==> src/rtl/reg_bank.sv <==
// Bank of DEPTH WIDTH-bit registers with one in-place-operation write port
// and two independently enabled combinational read ports.
module reg_bank #(
   parameter int                 WIDTH     = 8,
   parameter int                 DEPTH     = 4,
   parameter logic [WIDTH-1:0]   RESET_VAL = '0
) (
   input  logic                          clk,
   input  logic                          rst_n,
   input  logic [2:0]                    op,
   input  logic [$clog2(DEPTH)-1:0]      wr_addr,
   input  logic [WIDTH-1:0]              wr_data,
   input  logic [$clog2(DEPTH)-1:0]      rd_addr_a,
   input  logic                          oe_a,
   output logic [WIDTH-1:0]              q_a,
   input  logic [$clog2(DEPTH)-1:0]      rd_addr_b,
   input  logic                          oe_b,
   output logic [WIDTH-1:0]              q_b,
   output logic                          carry,
   output logic                          zero
);

   localparam int            AW      = $clog2(DEPTH);
   localparam logic [AW:0]   DEPTH_C = (AW+1)'(DEPTH);

   localparam logic [2:0] OP_HOLD  = 3'b000;
   localparam logic [2:0] OP_LOAD  = 3'b001;
   localparam logic [2:0] OP_INC   = 3'b010;
   localparam logic [2:0] OP_DEC   = 3'b011;
   localparam logic [2:0] OP_SHL   = 3'b100;
   localparam logic [2:0] OP_SHR   = 3'b101;
   localparam logic [2:0] OP_CLEAR = 3'b110;

   logic [WIDTH-1:0] regs [DEPTH];

   logic             wr_valid;
   logic             rd_valid_a;
   logic             rd_valid_b;
   logic [WIDTH-1:0] cur;
   logic [WIDTH-1:0] res;
   logic [WIDTH:0]   ext;
   logic             res_carry;
   logic             exec;

   assign wr_valid   = ({1'b0, wr_addr}   < DEPTH_C);
   assign rd_valid_a = ({1'b0, rd_addr_a} < DEPTH_C);
   assign rd_valid_b = ({1'b0, rd_addr_b} < DEPTH_C);

   // Out-of-range addresses read as zero so nothing undefined leaks into the op.
   assign cur = wr_valid ? regs[wr_addr] : '0;

   always_comb begin
      res       = cur;
      res_carry = 1'b0;
      exec      = 1'b0;
      ext       = '0;
      case (op)
         OP_LOAD: begin
            res  = wr_data;
            exec = 1'b1;
         end
         OP_INC: begin
            ext       = {1'b0, cur} + {{WIDTH{1'b0}}, 1'b1};
            res       = ext[WIDTH-1:0];
            res_carry = ext[WIDTH];
            exec      = 1'b1;
         end
         OP_DEC: begin
            // Borrow shows up as the extra MSB when subtracting from zero.
            ext       = {1'b0, cur} - {{WIDTH{1'b0}}, 1'b1};
            res       = ext[WIDTH-1:0];
            res_carry = ext[WIDTH];
            exec      = 1'b1;
         end
         OP_SHL: begin
            res       = {cur[WIDTH-2:0], 1'b0};
            res_carry = cur[WIDTH-1];
            exec      = 1'b1;
         end
         OP_SHR: begin
            res       = {1'b0, cur[WIDTH-1:1]};
            res_carry = cur[0];
            exec      = 1'b1;
         end
         OP_CLEAR: begin
            res  = '0;
            exec = 1'b1;
         end
         default: begin
            exec = 1'b0;
         end
      endcase
      if (!wr_valid) exec = 1'b0;
   end

   always_ff @(posedge clk or negedge rst_n) begin
      if (!rst_n) begin
         regs  <= '{default: RESET_VAL};
         carry <= 1'b0;
         zero  <= (RESET_VAL == '0);
      end else if (exec) begin
         regs[wr_addr] <= res;
         carry         <= res_carry;
         zero          <= (res == '0);
      end
   end

   assign q_a = (oe_a && rd_valid_a) ? regs[rd_addr_a] : '0;
   assign q_b = (oe_b && rd_valid_b) ? regs[rd_addr_b] : '0;

endmodule

==> config.mk <==
export PLATFORM = sky130hd
export DESIGN_NAME = reg_bank
export DESIGN_NICKNAME = d
export VERILOG_FILES = /design/src/rtl/reg_bank.sv
export SDC_FILE = /design/constraint.sdc
export NUM_CORES = 1
export LEC_CHECK = 0
export ABC_AREA = 1
export CAP_MARGIN = 20
export CORE_ASPECT_RATIO = 1.25
export CORE_MARGIN = 3
export CORE_UTILIZATION = 54
export CTS_BUF_LIST = sky130_fd_sc_hd__clkbuf_4 sky130_fd_sc_hd__clkbuf_8
export DETAILED_ROUTE_END_ITERATION = 10
export PLACE_DENSITY_LB_ADDON = 0.2
export SLEW_MARGIN = 30
export SYNTH_ARGS = -nofsm -noshare
export SYNTH_HDL_FRONTEND = slang
export SYNTH_SLANG_ARGS = --single-unit
==> constraint.sdc <==
create_clock -name clk -period 4.55 [get_ports clk]
set_clock_uncertainty 0.2 [all_clocks]
set_input_delay 1.1375 -clock clk [delete_from_list [all_inputs] [get_ports clk]]
set_output_delay 1.1375 -clock clk [all_outputs]
set_load 0.005 [all_outputs]
==> results of run 1 <==
[where the power goes]
part           total, mW  switching, mW  internal, mW
clock              0.237          0.109         0.128
combinational      0.463          0.288         0.175
sequential         0.441         0.0740         0.367
[synthesized netlist by cell type, drive strengths merged]
library cell and number:
o2bb2ai 1, inv 50, a221oi 1, o2111ai 1
nor2 44, a21oi 57, nand4 3, o21a 2
nand3 48, o211ai 8, nor3 4, dfstp 1
clkbuf 9, buf 12, dfrtp 33, ha 2
nand2 169, o21ai 52
[worst max-delay path: cells and delay by family]
family,cells,cell delay [ns]
buf+inv,3,1.22
compound gates,3,0.38
[logic make-up after synthesis]
| family | Yosys count |
|---|---|
| adder cells (fa/ha/maj) | 2 |
| AO/OA/AOI/OAI | 122 |
| buffers and inverters | 71 |
| flip-flops | 34 |
| AND/OR/NAND/NOR | 268 |
[state kept, by name, indices dropped and copies added (netlist names)]
signal	flops
regs	32
carry	1
zero	1
[path summary, 6_finish.rpt]
kind	startpoint	endpoint	slack, ns	depth (start not counted)
min reg2reg	zero$_DFFE_PN1P_	zero$_DFFE_PN1P_	0.30	2
max in group asynchronous	rst_n	zero$_DFFE_PN1P_	2.77	2
max reg2reg	regs[24]$_DFFE_PN0P_	zero$_DFFE_PN1P_	2.20	14
min	zero$_DFFE_PN1P_	zero$_DFFE_PN1P_	0.30	2
max	rd_addr_b[1]	q_b[6]	0.48	6
min in group asynchronous	rst_n	regs[11]$_DFFE_PN0P_	1.05	2
[through the flow]
step | std cells | hold slack, ns | worst slack (ns) | total power, mW | cell area (um2)
6_report | 595 | 0.298 | 0.480 | 1.14 | 3480
5_1_grt | 595 | 0.346 | 0.356 | 1.23 | 3480
4_1_cts | 595 | 0.295 | 0.497 | 1.13 | 3480
3_5_place_dp | 587 | 0.281 | 0.505 | 0.896 | 3380
3_3_place_gp | 587 | 0.283 | 0.539 | 0.882 | 3380
2_1_floorplan | 497 | 0.256 | 1.32 | 0.725 | 2940
[cell type report]
class	instances	share of cell area [%]
Clock buffer	7	2.59
Clock inverter	1	0.144
Inverter	50	5.40
Multi-Input combinational cell	392	51.8
Sequential cell	34	24.5
Tap cell	62	2.23
Timing Repair Buffer	49	13.3
[metal layers]
layer | global-route usage, % | routed length (um) | part of all wire [%]
met4 | 15.4 | 301 | 3.5
met1 | 37.5 | 3770 | 44
met5 | 0 | 0 | 0
met2 | 46.4 | 4000 | 46
met3 | 4.43 | 591 | 6.8
==> flow_summary.yaml, run 1 <==
run_status:
  status: "complete, no violations"
clock_network:
  htree_levels: 2
  cts_root_buffer: "clkbuf_8"
  clock-sinks: 34
  cts_tree: "done"
  cts_resized: 0
  postCtsSetupRepairBufs: 0
  clockBufferDepth: 2
  clk_pin_slew_worst_paths_ns: 0.07
  numCtsBuffers: 5
  insertion_delay_ns: 0.29
  cts_hold_buf: 0
cells_and_area:
  seq_area_um2: 852
  layout.nets: 555
  n_antenna_cell: 0
  utilization_pct: 67.0
  drive_above_1_share_pct: 6.38
  multiInputGateArea_mm2: 0.00180
  area_growth_pct: 18.1
  n_fill_cell: 505
  final_common_cell: "nand2_1"
  layout_common_cells: "nand2_1 (168), a21oi_1 (57), inv_1 (49), o21ai_0 (47), nand3_1 (45)"
global_routing:
  grt_max_degree: 35
  antenna_found_initial: 0
  overflow: 0
  grt_pass1_wl_um: 14500
  grt_pass1_vias: 3162
  track_usage_pct: 28.9
die:
  die_area_mm2: 0.00638
  core_mm2: 0.00519
  die_y_um: 88.5
  num_rows: 29
  start_util_pct: 56.7
  die_w_um: 72.0
  io_pins: 39
setup_path:
  cp_slowest_stage_delay_ns: 0.53
  cp.required_ns: 3.21
  endpoint_kind: "output port"
  arrival_ns: 2.73
  crit_type: "input port to output port"
  path_cells: "clkdlybuf4s50_1, buf_4, a21oi_1, o21ai_0, a21oi_1, clkdlybuf4s50_1"
  cpMaxStageDelayCell: "clkdlybuf4s50_1"
  critPathLaunchType: "input port"
  cp_max_fo: 10
logic_synthesis:
  synthMuxAreaShare_pct: 0
  synth_cells: 497
  yosys.area_share.simple_pct: 38.4
  syn_area_per_cell_um2: 5.92
  synth-seq-area-share_pct: 29.0
  synth_seq_cells: 34
  synth_area_leaders: "dfrtp_1 (28%), nand2_1 (21%), a21oi_1 (9.7%)"
  synth-xor-area-share_pct: 0
  synth_compound_area_share_pct: 22.0
  yosys.area_share.adder_pct: 0.850
  syn-num-nets: 520
  mappedNetlistArea_mm2: 0.00294
  ys_warn_count: 0
  post-synth-top-area-cell: "dfrtp_1"
  synth.distinct_cells: 27
  synth_top_family_by_area: "simple AND/OR/NAND/NOR gates"
  synth_top_area_share_pct: 28.1
power_and_ir_drop:
  ir_worst_vdd_v: 0.000148
  power.leakage_nw: 1.68
  power_density_mw_per_mm2: 328
route:
  drc: 0
  first_iter_violations: 348
  viasPerCell: 5.80
  drtAntennaViolNets: 0
  vias: 3452
  wire_per_inst_um: 14.6
  first_pass_iters: 5
  routed_wl_um: 8670
placement:
  portBuffers: 38
  globalplace.congestion: 0.993
  post-dp-hpwl_um: 6660
sta:
  slew_viol_final: 0
  period_minus_slack_ns: 4.07
  fmaxAchievable_ghz: 0.246
  rsz0062_at_grt: "no"
  post-route-period-util_pct: 89.4
  maxSlewHeadroom_pct: 48.9
  setup_viol: 0
  hold_violations: 0
  tightest_slew_ns: 0.761
  tns_ns: 0
hold_path:
  hold_path.class: "register to register"
flow_run:
  max-cap-violations: 0
(Power assumes the default switching activity.)
==> inputs of run 2 (changes only) <==
- CORE_MARGIN: 3 -> 8
==> run 2 against run 1 <==
Against the previous run:
- die area rose by 27%
- hold slack got worse by 0.027 ns
- sequential power barely moved
- critical path depth did not move
- count of clock-buffer cells in the layout did not move
- non-clock buffer count rose by 2
- register-to-register slack got worse by 0.18 ns
- via count fell by 0.78%
- maximum frequency fell by 4.2%
- largest cell class unchanged
- clock power barely moved
- total power rose by 0.18%
- sequential share of layout area fell by 0.12 points
==> flow_summary.yaml, run 2 (synthesized netlist as in run 1, its figures left out) <==
route:
  routed_wl_um: 8980
  wl_met2_um: 4190
  drc: 0
  drtAntennaViolNets: 0
  wire_per_inst_um: 15.0
  viasPerCell: 5.72
  first_iter_violations: 286
  dr_wl_met3_um: 607
  drt-met1-wl_um: 3920
  top_layer: "met4"
  vias: 3425
  first_pass_iters: 5
setup_path:
  path_cells: "clkdlybuf4s50_1, inv_1, a21oi_1, o21ai_0, a21oi_1, clkdlybuf4s50_1"
  cp_top_family: "buffers and inverters"
  arrival_ns: 2.91
  crit_type: "input port to output port"
  cpMaxStageDelayCell: "clkdlybuf4s50_1"
  endpoint_kind: "output port"
  cp_slowest_stage_delay_ns: 0.64
  critPathLaunchType: "input port"
  ff2ff_path_depth: 13
  cp_max_fo: 10
  cp.required_ns: 3.21
  r2r-end: "zero$_DFFE_PN1P_"
  reg2reg_slack_ns: 2.02
  r2r_start: "regs[1]$_DFFE_PN0P_"
  path_buf_inv: 3
flow_run:
  max-cap-violations: 0
clock_network:
  cts_hold_buf: 0
  htree_levels: 2
  cts_tree: "done"
  clk_pin_slew_worst_paths_ns: 0.07
  postCtsSetupRepairBufs: 0
  clock-sinks: 34
  cts_root_buffer: "clkbuf_8"
  cts_resized: 0
  insertion_delay_ns: 0.28
  numCtsBuffers: 5
  clockBufferDepth: 2
sta:
  maxSlewHeadroom_pct: 54.9
  slew_viol_final: 0
  tns_ns: 0
  setup_ws_ns: 0.303
  setup_viol: 0
  whs_ns: 0.272
  rsz0062_at_grt: "no"
  post-route-period-util_pct: 93.3
  tightest_slew_ns: 0.673
  hold_violations: 0
  period_minus_slack_ns: 4.25
  fmaxAchievable_ghz: 0.235
hold_path:
  min_from: "zero$_DFFE_PN1P_"
  holdPathStages: 2
  hold_end: "zero$_DFFE_PN1P_"
  hold_path.class: "register to register"
placement:
  portBuffers: 38
  dp_slack_ns: 0.341
  post-dp-hpwl_um: 7030
  globalplace.congestion: 0.972
cells_and_area:
  n_fill_cell: 507
  drive_above_1_share_pct: 6.73
  regMostFlops: "regs"
  final_common_cell: "nand2_1"
  area_growth_pct: 18.7
  n_antenna_cell: 0
  layout.nets: 557
  top_regs: "regs: 32 flops, carry: 1 flops, zero: 1 flops"
  layout_common_cells: "nand2_1 (168), a21oi_1 (57), inv_1 (49), o21ai_0 (47), nand3_1 (45)"
  utilization_pct: 65.5
  largest_register_ffs: 32
power_and_ir_drop:
  power.leakage_nw: 1.69
  p_int_mw: 0.671
  seqPwrFrac_pct: 38.3
  power_density_mw_per_mm2: 327
  switching_share_pct: 41.3
  p_total_mw: 1.14
  power.share.clock_pct: 20.5
  power_frac_comb_pct: 41.2
  p_sw_mw: 0.472
  ir_worst_vdd_v: 0.000147
die:
  io_pins: 39
  die_y_um: 98.5
  die_w_um: 82.0
  start_util_pct: 55.2
  num_rows: 30
  die_area_mm2: 0.00808
  core_mm2: 0.00533
run_status:
  status: "complete, no violations"
global_routing:
  grt_pass1_vias: 3100
  overflow: 0
  antenna_found_initial: 0
  grt_pass1_wl_um: 14800
  grt_max_degree: 35
  track_usage_pct: 22.7
==> run 2: changes by cell type in the layout (fill, tap and decap cells not counted), sizes merged <==
cell  previous run  this run
buf             11        13
==> run 2: area by class of cell <==
cell class,count,area (um2),share of cell area (%)
Inverter,50,188,5.37
Clock inverter,1,5.00,0.143
Sequential cell,34,852,24.4
Multi-Input combinational cell,392,1800,51.5
Timing Repair Buffer,51,478,13.7
Tap cell,64,80.1,2.29
Clock buffer,7,90.1,2.58
==> run 2: per-layer routing <==
metal / GRT usage [%] / up-vias
met3: 2.46 / 23
li1: - / 1707
met1: 30.3 / 1539
met4: 10.7 / 0
met5: 0 / -
met2: 35.3 / 156
==> run 2: how the worst max path moves through the flow <==
stage / slack [ns] / depth (start not counted) / end / startpoint
3_5_place_dp: 0.34 / 6 / q_a[1] / rd_addr_a[0]
6_report: 0.30 / 6 / q_a[1] / rd_addr_a[0]
2_1_floorplan: 1.32 / 4 / q_a[2] / rd_addr_a[0]
4_1_cts: 0.33 / 6 / q_a[1] / rd_addr_a[0]
5_1_grt: 0.23 / 6 / q_a[7] / rd_addr_a[0]
3_3_place_gp: 0.40 / 6 / q_a[0] / rd_addr_a[0]
==> run 2: stage by stage <==
stage               instances  area (um2)
global placement          591        3400
floorplan                 497        2940
finish                    599        3490
detailed placement        591        3400
CTS                       599        3490
global route              599        3490
==> run 2: power groups by stage <==
stage	registers (mW)	logic [mW]	clock network (mW)
3_5_place_dp	0.439	0.463	0
6_report	0.438	0.471	0.234
2_1_floorplan	0.414	0.311	0
5_1_grt	0.447	0.530	0.248
3_3_place_gp	0.437	0.454	0
4_1_cts	0.434	0.465	0.238
==> run 2: worst reg2reg max path, stage by stage, from the launching register on <==
cell	delay [ns]
dfrtp_1	0.43
nand3_1	0.10
nand2_1	0.06
nor2_2	0.22
ha_1	0.28
a21oi_1	0.16
nand3_1	0.09
nor2_1	0.26
nand2_1	0.12
a21oi_1	0.13
nand2_1	0.06
nor2_1	0.14
nand4_1	0.13
nand2_1	0.09
==> inputs of run 3 (changes only) <==
- CTS_CLUSTER_DIAMETER: default -> 120
- REMOVE_ABC_BUFFERS: default -> 1
- clock period: 4.55 -> 3.94 ns (I/O delays scaled with it)
==> run 3 against run 2 <==
Against the previous run:
- clock power is 19% higher
- critical path depth stayed put
- via count is 3.9% higher
- largest cell class unchanged
- sequential power is 15% higher
- count of clock-buffer cells in the layout stayed put
- setup slack worse by 0.16 ns
- routed wire length is 7.5% higher
- non-clock buffer count is 10 higher
- sequential share of layout area is 0.68 points lower
==> flow_summary.yaml, run 3 (synthesized netlist as in run 1, its figures left out) <==
power_and_ir_drop:
  p_int_mw: 0.792
  switching_share_pct: 41.5
  power_density_mw_per_mm2: 377
  power_frac_comb_pct: 42.2
  p_sw_mw: 0.563
  seqPwrFrac_pct: 37.3
  power.share.clock_pct: 20.6
  power.leakage_nw: 1.75
  ir_worst_vdd_v: 0.000165
placement:
  dp.cells: 601
  post-dp-hpwl_um: 7430
  portBuffers: 38
  globalplace.congestion: 0.978
run_status:
  status: "complete, no violations"
route:
  first_iter_violations: 379
  viasPerCell: 5.85
  routed_wl_um: 9660
  drc: 0
  vias: 3560
  first_pass_iters: 5
  wire_per_inst_um: 15.9
  drtAntennaViolNets: 0
cells_and_area:
  top_regs: "regs: 32 flops, carry: 1 flops, zero: 1 flops"
  drive_above_1_share_pct: 8.44
  n_antenna_cell: 0
  largest_register_ffs: 32
  layout_common_cells: "nand2_1 (168), a21oi_1 (57), inv_1 (49), o21ai_0 (47), nand3_1 (45)"
  area_growth_pct: 22.1
  layout.nets: 567
  regMostFlops: "regs"
  final_cells: 609
  utilization_pct: 67.4
  final_common_cell: "nand2_1"
sta:
  tightest_slew_ns: 0.573
  fmaxAchievable_ghz: 0.264
  hold_violations: 0
  setup_viol: 0
  period_minus_slack_ns: 3.79
  slew_viol_final: 0
  maxSlewHeadroom_pct: 61.7
  rsz0062_at_grt: "no"
  tns_ns: 0
  post-route-period-util_pct: 96.3
hold_path:
  min_from: "zero$_DFFE_PN1P_"
  hold_end: "zero$_DFFE_PN1P_"
  hold_path.class: "register to register"
  holdPathStages: 2
setup_path:
  endpoint_kind: "output port"
  reg2reg_slack_ns: 1.51
  critPathLaunchType: "input port"
  cp_max_fo: 9
  crit_type: "input port to output port"
  r2r-end: "zero$_DFFE_PN1P_"
  cp.required_ns: 2.75
  ff2ff_path_depth: 14
  arrival_ns: 2.61
  r2r_start: "regs[1]$_DFFE_PN0P_"
global_routing:
  grt_pass1_wl_um: 15600
  grt_max_degree: 35
  grt_pass1_vias: 3264
  antenna_found_initial: 0
  overflow: 0
  track_usage_pct: 24.3
clock_network:
  insertion_delay_ns: 0.29
  postCtsSetupRepairBufs: 0
  htree_levels: 2
  clk_pin_slew_worst_paths_ns: 0.07
  numCtsBuffers: 5
  cts_tree: "done"
  cts_root_buffer: "clkbuf_8"
  clockBufferDepth: 2
  cts_hold_buf: 0
  cts_resized: 0
  clock-sinks: 34
die:
  core_mm2: 0.00533
  io_pins: 39
  die_y_um: 98.5
  start_util_pct: 55.2
  num_rows: 30
  die_w_um: 82.0
  die_area_mm2: 0.00808
flow_run:
  max-cap-violations: 0
run 3: cell count changes in the layout (fill, tap and decap cells not counted), sizes merged:
cell  previous run  this run
buf             13        23
run 3: power groups by stage:
stage | logic, mW | registers, mW | clock network (mW)
global placement | 0.553 | 0.502 | 0
finish | 0.572 | 0.505 | 0.279
global route | 0.638 | 0.513 | 0.297
detailed placement | 0.560 | 0.505 | 0
CTS | 0.563 | 0.500 | 0.281
floorplan | 0.340 | 0.479 | 0
run 3: stage by stage:
stage / hold slack, ns / setup slack [ns] / cell area [um2] / power, mW
2_1_floorplan: 0.257 / 1.03 / 2840 / 0.818
3_3_place_gp: 0.258 / 0.165 / 3500 / 1.05
3_5_place_dp: 0.261 / 0.178 / 3500 / 1.07
4_1_cts: 0.273 / 0.162 / 3590 / 1.34
5_1_grt: 0.307 / 0.0255 / 3590 / 1.45
6_report: 0.271 / 0.145 / 3590 / 1.36
run 3: how the worst max path moves through the flow:
stage | slack (ns) | depth (start not counted) | endpoint | startpoint
2_1_floorplan | 1.03 | 17 | zero$_DFFE_PN1P_ | wr_addr[0]
5_1_grt | 0.03 | 6 | q_b[6] | rd_addr_b[0]
3_5_place_dp | 0.18 | 6 | q_b[6] | rd_addr_b[0]
4_1_cts | 0.16 | 6 | q_b[6] | rd_addr_b[0]
3_3_place_gp | 0.16 | 6 | q_b[6] | rd_addr_b[0]
6_report | 0.15 | 6 | q_b[4] | rd_addr_b[1]
run 3: layout make-up:
cell class | instances | area, um2
multi-input combinational | 392 | 1800
fill | 509 | 1740
sequential | 34 | 852
timing repair buffer | 61 | 578
inverter | 50 | 188
clock buffer | 7 | 90.1
tap | 64 | 80.1
clock inverter | 1 | 5.00
run 3: worst max-delay path, stage by stage:
cell	delay, ns
clkdlybuf4s50_1	0.49
buf_4	0.21
a21oi_1	0.10
o21ai_0	0.09
a21oi_1	0.17
clkdlybuf4s50_1	0.55
run 3: per-layer routing:
layer	wire length (um)	track usage, %	up-vias	share of wire, %
met2	4710	39.8	184	49
met4	321	11.7	0	3.3
met3	692	4.01	37	7.2
li1	-	-	1718	-
met5	0	0	-	0
met1	3930	29.5	1621	41
==> patch, RTL diff (settings of run 1) <==
Remove the case item `OP_DEC` of the case on `op`.
--- a/src/rtl/reg_bank.sv
+++ b/src/rtl/reg_bank.sv
@@ -65,13 +65,6 @@
             res_carry = ext[WIDTH];
             exec      = 1'b1;
          end
-         OP_DEC: begin
-            // Borrow shows up as the extra MSB when subtracting from zero.
-            ext       = {1'b0, cur} - {{WIDTH{1'b0}}, 1'b1};
-            res       = ext[WIDTH-1:0];
-            res_carry = ext[WIDTH];
-            exec      = 1'b1;
-         end
          OP_SHL: begin
             res       = {cur[WIDTH-2:0], 1'b0};
             res_carry = cur[WIDTH-1];
Check against the original RTL: not equivalent (Yosys sat finds a counterexample within 4 cycles, from zero or initial values and one cycle with rst_n low).
==> patch against run 1 <==
- total power decreased by 6.0%
- final cell count shrank 10%
- via count fell by 11%
- sequential cell count is the same
- worst setup slack worse by 0.23 ns
- critical endpoint is now q_b[7]
- wire length is 5.8% lower
- area after synthesis fell by 8.6%
- final area decreased by 7.5%
- sequential power shrank 3%
==> patch: results <==
[final_layout]
final-instance-count-excl-fill = 533
final_net_count = 494
n_fill_cell = 462
drive_above_1_share = 0.108

[pwr]
total_leakage_power_nw = 1.54
vdd_ir_drop_max_mv = 0.145

[synth]
postSynthAreaPerCell_um2 = 6.21
synth_common_cells = sky130_fd_sc_hd__nand2_1, sky130_fd_sc_hd__a21oi_1, sky130_fd_sc_hd__inv_1
synth_fp_nets = 455
yosysSeqAreaShare = 0.317
synth-adder-area-share = 0.00465
synth_xor_xnor_area_share = 0
synthTopCellsByArea = sky130_fd_sc_hd__dfrtp_1, sky130_fd_sc_hd__nand2_1, sky130_fd_sc_hd__a21oi_1
synth-compound-area-share = 0.232

[setup_path]
crit_path_max_fanout = 12
worst-endpoint-arrival_ns = 2.97

[place]
post-place-ws_ns = 0.265
final_estimated_routing_congestion_in_global_placement = 0.941
hpwl_mm = 6.09

[global_routing]
wire_length_of_the_first_global_routing_pass_mm = 13.7
first_global_vias = 2936
track_usage = 0.289

[floorplan]
overall_die_area_mm2 = 0.00587

[routing]
wl_mm = 8.17
detailedRoute.firstPassIterationCount = 7
drt_first_iter_violations = 234
wirelength_met1_mm = 3.30

[timing]
timing_worst_slew_pin_value_ns = 0.538

[status]
run_status = finished clean
-- patch: cells by family (layout without fill, tap and decap cells) --
| family | Yosys count | after routing |
|---|---|---|
| compound gates | 120 | 120 |
| simple gates | 207 | 207 |
| fa+ha+maj | 1 | 1 |
| buf+inv | 71 | 111 |
| flops | 34 | 34 |
-- patch: final timing paths --
path / slack [ns] / end / start / depth (start not counted)
hold reg to reg: 0.27 / zero / zero / 2
hold / removal: 0.27 / zero / zero / 2
max in group asynchronous: 2.74 / zero / rst_n / 2
setup reg to reg: 2.26 / zero / regs[24] / 12
setup / recovery: 0.25 / q_b[7] / rd_addr_b[0] / 6
min in group asynchronous: 1.06 / regs[23] / rst_n / 2
-- patch: power by group --
group | switching [mW] | leakage (nW) | internal, mW
combinational | 0.247 | 1.07 | 0.153
sequential | 0.0600 | 0.415 | 0.368
clock | 0.117 | 0.0517 | 0.128
-- patch: stage by stage --
stage           util  area (um^2)  total power [mW]
2_1_floorplan      -         2690             0.675
3_3_place_gp   0.655         3120             0.812
3_5_place_dp   0.655         3120             0.822
4_1_cts        0.675         3220              1.06
5_1_grt        0.675         3220              1.15
6_report       0.675         3220              1.07
-- patch: metal layers --
layer	GRT usage	up-vias
li1	-	1479
met1	0.358	1414
met2	0.484	172
met3	0.0427	22
met4	0.158	0
met5	0	-
-- patch: worst max-delay path, stage by stage --
cell and delay (ns):
sky130_fd_sc_hd__clkdlybuf4s50_1 0.63, sky130_fd_sc_hd__inv_1 0.23, sky130_fd_sc_hd__a21oi_1 0.21, sky130_fd_sc_hd__o21ai_0 0.10
sky130_fd_sc_hd__a21oi_1 0.14, sky130_fd_sc_hd__clkdlybuf4s50_1 0.52
-- patch: layout make-up --
cell class	count	area share
clock buffers	7	0.0280
clock inverters	1	0.00156
inverters	56	0.0654
multi-input cells	328	0.477
flip-flops and latches	34	0.265
well taps	60	0.0233
repair buffers	47	0.139
